<file path="src/rtl/dmem_responder.sv">
// Byte-wide data memory behind valid/ready request and response channels, one request in flight,
// WAIT_CYCLES wait states. Define DMEM_BOUNDS_CHECK_EN to flag addresses >= DEPTH instead of wrapping.
module dmem_responder #(
    parameter int DATA_W      = 8,
    parameter int ADDR_W      = 8,
    parameter int DEPTH       = 16,
    parameter int WAIT_CYCLES = 2
) (
    input  logic              clk,
    input  logic              rst_n,
    input  logic              req_valid,
    output logic              req_ready,
    input  logic              req_we,
    input  logic [ADDR_W-1:0] req_addr,
    input  logic [DATA_W-1:0] req_wdata,
    output logic              rsp_valid,
    input  logic              rsp_ready,
    output logic [DATA_W-1:0] rsp_rdata,
    output logic              rsp_err,
    output logic              busy
);

    localparam int IDX_W = (DEPTH > 1) ? $clog2(DEPTH) : 1;
    localparam int CNT_W = (WAIT_CYCLES > 0) ? $clog2(WAIT_CYCLES + 1) : 1;

    typedef enum logic [1:0] {IDLE, WAIT, RESP} state_e;

    state_e              state_q, state_d;
    logic [CNT_W-1:0]    cnt_q, cnt_d;
    logic                we_q, we_d;
    logic [ADDR_W-1:0]   addr_q, addr_d;
    logic [DATA_W-1:0]   wdata_q, wdata_d;
    logic [DATA_W-1:0]   rdata_q, rdata_d;
    logic                err_q, err_d;
    logic [DATA_W-1:0]   mem_q [DEPTH];
    logic [DATA_W-1:0]   mem_d [DEPTH];

    logic                access;
    logic                acc_we;
    logic [ADDR_W-1:0]   acc_addr;
    logic [DATA_W-1:0]   acc_wdata;
    logic [IDX_W-1:0]    acc_idx;
    logic                acc_oob;
    logic                unused_addr;

    // With zero wait states the access happens on the acceptance edge, so it must use the live request.
    assign acc_we    = (state_q == IDLE) ? req_we    : we_q;
    assign acc_addr  = (state_q == IDLE) ? req_addr  : addr_q;
    assign acc_wdata = (state_q == IDLE) ? req_wdata : wdata_q;
    assign acc_idx   = acc_addr[IDX_W-1:0];
    assign unused_addr = ^acc_addr;

`ifdef DMEM_BOUNDS_CHECK_EN
    assign acc_oob = ({1'b0, acc_addr} >= (ADDR_W + 1)'(DEPTH));
`else
    assign acc_oob = 1'b0;
`endif

    assign req_ready = (state_q == IDLE);
    assign rsp_valid = (state_q == RESP);
    assign busy      = (state_q != IDLE);
    assign rsp_rdata = rdata_q;
    assign rsp_err   = err_q;

    always_comb begin
        state_d = state_q;
        cnt_d   = cnt_q;
        we_d    = we_q;
        addr_d  = addr_q;
        wdata_d = wdata_q;
        access  = 1'b0;
        case (state_q)
            IDLE: begin
                if (req_valid) begin
                    we_d    = req_we;
                    addr_d  = req_addr;
                    wdata_d = req_wdata;
                    cnt_d   = CNT_W'(WAIT_CYCLES);
                    if (WAIT_CYCLES > 0) begin
                        state_d = WAIT;
                    end else begin
                        state_d = RESP;
                        access  = 1'b1;
                    end
                end
            end
            WAIT: begin
                cnt_d = cnt_q - CNT_W'(1);
                if (cnt_q == CNT_W'(1)) begin
                    state_d = RESP;
                    access  = 1'b1;
                end
            end
            RESP: begin
                if (rsp_ready) state_d = IDLE;
            end
            default: state_d = IDLE;
        endcase
    end

    always_comb begin
        rdata_d = rdata_q;
        err_d   = err_q;
        mem_d   = mem_q;
        if (access) begin
            err_d   = acc_oob;
            rdata_d = (acc_oob || acc_we) ? '0 : mem_q[acc_idx];
            if (acc_we && !acc_oob) mem_d[acc_idx] = acc_wdata;
        end
    end

    always_ff @(posedge clk or negedge rst_n) begin
        if (!rst_n) begin
            state_q <= IDLE;
            cnt_q   <= '0;
            we_q    <= 1'b0;
            addr_q  <= '0;
            wdata_q <= '0;
            rdata_q <= '0;
            err_q   <= 1'b0;
            for (int i = 0; i < DEPTH; i++) mem_q[i] <= '0;
            mem_q[0] <= DATA_W'(8'hF6);
            mem_q[1] <= DATA_W'(8'h0A);
            mem_q[2] <= DATA_W'(8'h02);
        end else begin
            state_q <= state_d;
            cnt_q   <= cnt_d;
            we_q    <= we_d;
            addr_q  <= addr_d;
            wdata_q <= wdata_d;
            rdata_q <= rdata_d;
            err_q   <= err_d;
            mem_q   <= mem_d;
        end
    end

endmodule
</file>
<file path="config.mk">
export PLATFORM = sky130hd
export DESIGN_NAME = dmem_responder
export DESIGN_NICKNAME = d
export VERILOG_FILES = /design/src/rtl/dmem_responder.sv
export SDC_FILE = /design/constraint.sdc
export NUM_CORES = 1
export LEC_CHECK = 0
export CAP_MARGIN = 20
export CORE_MARGIN = 2
export CORE_UTILIZATION = 35
export CTS_BUF_LIST = sky130_fd_sc_hd__clkbuf_8
export DETAILED_ROUTE_END_ITERATION = 7
export PLACE_DENSITY = 0.48
export SLEW_MARGIN = 20
export SYNTH_ARGS = -nofsm -noshare
export SYNTH_HDL_FRONTEND = slang
export SYNTH_SLANG_ARGS = --single-unit
</file>
<file path="constraint.sdc">
create_clock -name clk -period 2.8 [get_ports clk]
set_input_delay 0.42 -clock clk [delete_from_list [all_inputs] [get_ports clk]]
set_output_delay 0.42 -clock clk [all_outputs]
set_load 0.005 [all_outputs]
</file>
==> summary by stage <==
Status
The run finished with clean final reports.

Worst setup path
The data required time of the worst path is 2380 ps. The critical register-to-register path startpoint is state_q[0]$_DFFE_PN0P_. The slack of the worst reg-to-reg path is 390 ps.

Along the worst path, the maximum fanout reaches 14. In this run the critical register-to-register path is captured at rsp_rdata[6]$_DFFE_PN0P_. STA classifies the critical path startpoint as a flip-flop.

The data arrival time at the worst-slack endpoint is 2140 ps. The critical path is of the flip-flop to primary output type. The critical path starts at state_q[0]$_DFFE_PN0P_. The depth of the worst register-to-register path is 9. The worst setup path is captured at a primary output.

Place
The global placement routability congestion is 0.771. The area after detailed placement is 7340 um2. The half-perimeter wire length after placement is 11400 um. Input and output buffers added on the ports amount to 27.

Power and ir drop
The worst-case IR drop observed on VDD is 0.548 mV. In this run the power density over the cells is about 1200 nW/um2. After layout, the design draws a total of 9.37 mW. The static leakage is approximately 3.5 nW.

Die
The placeable core region is 18800 um2. The die span in x is 143 um. The die area is 20300 um2. The number of placed I/O pins is 33. The initialized floorplan defines 50 standard-cell rows. The die is between 100 and 150 um tall. The initial utilization of the core area, before any placement, comes to 0.358.

Drt
After detailed routing, the average wire length per cell comes to 17.9 um. The first routing iteration left 285 violations. The routed wire length is about 17000 um. In the routed design, unresolved DRC markers number 0.

The final route contains 4932 vias. The number of routed nets with antenna violations is 0. The pre-antenna-repair detailed-routing pass consisted of 5 iterations.

The via density per instance is 5.20.

STA
Of the available clock period, the critical path in the final layout requires 0.915. After layout, the minimum clock period comes to about 2600 ps. The count of endpoints failing hold in the final timing report was 0.

Setup repair after global routing left no endpoint under its margin. The timing-limited maximum frequency is 0.390 GHz. The setup-violating endpoint count in the final report is 0. The final sum of negative setup slack is 0 ps.

The worst-margin pin slew is 737 ps. The relative slew slack is 0.508. The count of final max-slew check failures was 0. The clock arrives with between 9 and 10 ps of skew.

Yosys
Each instance of the synthesized netlist takes up on average 10.1 um2. Synthesis produced a netlist whose cell count is 663. Yosys printed 0 warnings.

Of the total synthesized cell area, the portion taken by AND, OR, NAND and NOR gates is 0.131. The adder-cell area share of the yosys netlist is 0.00186. The post-synthesis instance area is 6730 um2.

Counting flops and latches in the post-synthesis netlist gives 153. After synthesis, the largest family of logic cells by area is compound AO/OA/AOI/OAI gates. Yosys mapped the design onto 40 distinct sky130hd cell types. The compound-gate portion of the synthesized area is 0.208. The multiplexer area fraction after synthesis is 0.0318.

The part of the Yosys area used for sequential elements is 0.571. The number of nets produced by synthesis is 685. Of the total synthesized cell area, the portion taken by XOR and XNOR cells is 0.

Clock network
The tree is rooted in a sky130_fd_sc_hd__clkbuf_8. After clock tree synthesis, the setup repair step added 0 buffers. Gates resized during post-CTS repair numbered 0. The clock passes through at most 2 buffers. The depth of the CTS H-tree is 4. The clock latency on the worst-skew pair is 450 ps.

Clock-pin slew was measured on the worst setup and hold paths at 80 ps. In this run, CTS created clock tree buffers numbering 17. The clock sink total is approximately 150.

TritonCTS built the clock tree. For this design, the CTS-stage hold fixing added 0 buffers.

GRT
The residual overflow from global routing is 0. The wire length of the first global-routing pass is 27500 um. The total global routing track utilization is 0.180. The via count of the first global-routing pass is 4881.

The initial antenna violation count is 0. Entering global routing, the biggest net connects 79 pins.

Finish
For this run, the share of the core covered by cells in the final layout is 0.415. The library cell used most frequently in the layout, excluding fill and tap cells, is sky130_fd_sc_hd__nand2_1. Once layout is done, the placed cells without fillers occupy between 7000 and 8000 um2. The library cells used most frequently in the layout, excluding fill and tap cells, are sky130_fd_sc_hd__nand2_1, sky130_fd_sc_hd__dfrtp_1, sky130_fd_sc_hd__o21ai_0. The number of antenna cells inserted is 0.

The area growth from synthesis to layout is 15.7%. The post-layout net count is 724. Of the cells placed in the final design, the portion with a size suffix greater than 1 is 0.164.

Hold path
The min-delay analysis places its worst path in the category primary input to asynchronous set/reset pin.

Flow run
Across the run, the number of max-cap violations was 0.
per-layer routing:
layer | global-route usage | share of wire | up-vias
met5 | 0 | 0 | -
met4 | 0.0521 | 0.010 | 0
met3 | 0.0436 | 0.036 | 14
met2 | 0.285 | 0.47 | 83
met1 | 0.247 | 0.49 | 2415
li1 | - | - | 2420
synthesized netlist by cell type:
master	n	area [um2]
sky130_fd_sc_hd__buf_2	16	80.1
sky130_fd_sc_hd__clkbuf_1	9	33.8
sky130_fd_sc_hd__o31ai_4	1	21.3
sky130_fd_sc_hd__inv_6	1	8.76
sky130_fd_sc_hd__buf_4	8	60.1
sky130_fd_sc_hd__nor2_4	2	22.5
sky130_fd_sc_hd__dfrtp_1	144	3600
sky130_fd_sc_hd__nor2_1	4	15.0
sky130_fd_sc_hd__o22ai_1	64	400
sky130_fd_sc_hd__or3_4	1	11.3
sky130_fd_sc_hd__nor4_1	1	6.26
sky130_fd_sc_hd__or3_1	1	6.26
sky130_fd_sc_hd__inv_1	5	18.8
sky130_fd_sc_hd__dfstp_2	9	236
sky130_fd_sc_hd__buf_6	14	158
sky130_fd_sc_hd__nand3_1	2	10.0
sky130_fd_sc_hd__buf_1	1	3.75
sky130_fd_sc_hd__or2_1	1	6.26
sky130_fd_sc_hd__nand3b_1	4	30.0
sky130_fd_sc_hd__mux2_2	11	124
sky130_fd_sc_hd__o22a_1	1	8.76
sky130_fd_sc_hd__nand2_4	8	90.1
sky130_fd_sc_hd__nand2b_1	2	12.5
sky130_fd_sc_hd__nor4b_1	2	17.5
sky130_fd_sc_hd__nand4_1	8	50.1
sky130_fd_sc_hd__mux2i_1	9	90.1
sky130_fd_sc_hd__nand2_1	147	552
sky130_fd_sc_hd__or2_2	1	6.26
sky130_fd_sc_hd__nor2_2	1	6.26
sky130_fd_sc_hd__nand2_2	2	12.5
sky130_fd_sc_hd__o21ai_0	113	566
sky130_fd_sc_hd__buf_8	1	15.0
sky130_fd_sc_hd__ha_1	1	12.5
sky130_fd_sc_hd__o21ai_2	4	35.0
sky130_fd_sc_hd__nand4b_1	1	8.76
sky130_fd_sc_hd__and2_1	1	6.26
sky130_fd_sc_hd__conb_1	1	3.75
sky130_fd_sc_hd__o21ai_1	56	280
sky130_fd_sc_hd__a31oi_4	4	85.1
sky130_fd_sc_hd__and4bb_2	1	12.5
flip-flops by register name (all words and copies together) (netlist names):
signal and flops:
state_q 2, mem_q 128, we_q 1, addr_q 4
cnt_q 2, wdata_q 8, rsp_rdata 8
power breakdown:
group	switching [mW]	internal [mW]	leakage [nW]	total (mW)
sequential	0.479	3.10	2.04	3.58
clock	0.796	1.05	0.235	1.85
combinational	2.39	1.56	1.18	3.95
logic make-up after synthesis:
family | count (synthesis)
other cells | 1
fa+ha+maj | 1
simple gates | 190
flops | 153
mux | 20
compound gates | 243
buf+inv | 55
worst max path at each step:
stage                                    end  slack [ps]  cells past startpoint
global route                       req_ready         120                      4
CTS                                req_ready         180                      4
detailed placement     mem_q[85]$_DFFE_PN0P_         210                      9
finish                             req_ready         240                      4
global placement    rsp_rdata[5]$_DFFE_PN0P_         260                      9
floorplan              addr_q[2]$_DFFE_PN0P_         830                      9
stage by stage:
step	cells	hold slack, ps	setup slack [ps]
3_5_place_dp	917	461	209
3_3_place_gp	917	454	261
5_1_grt	948	31.3	115
6_report	948	0.798	237
4_1_cts	948	7.83	182
2_1_floorplan	663	124	832
cell type report:
class | instances | area [um2]
Inverter | 6 | 27.5
Timing Repair Buffer | 69 | 674
Clock buffer | 21 | 289
Clock inverter | 10 | 150
Multi-Input combinational cell | 455 | 2510
Tap cell | 234 | 293
Sequential cell | 153 | 3840
Fill cell | 1847 | 11000
worst max-delay path: stages, from the launching register on:
cell and delay (ps):
sky130_fd_sc_hd__dfrtp_1 380, sky130_fd_sc_hd__or2_1 390, sky130_fd_sc_hd__buf_4 240, sky130_fd_sc_hd__inv_6 150, sky130_fd_sc_hd__clkdlybuf4s50_1 530
Note: power is estimated with default switching activity, not from simulation.
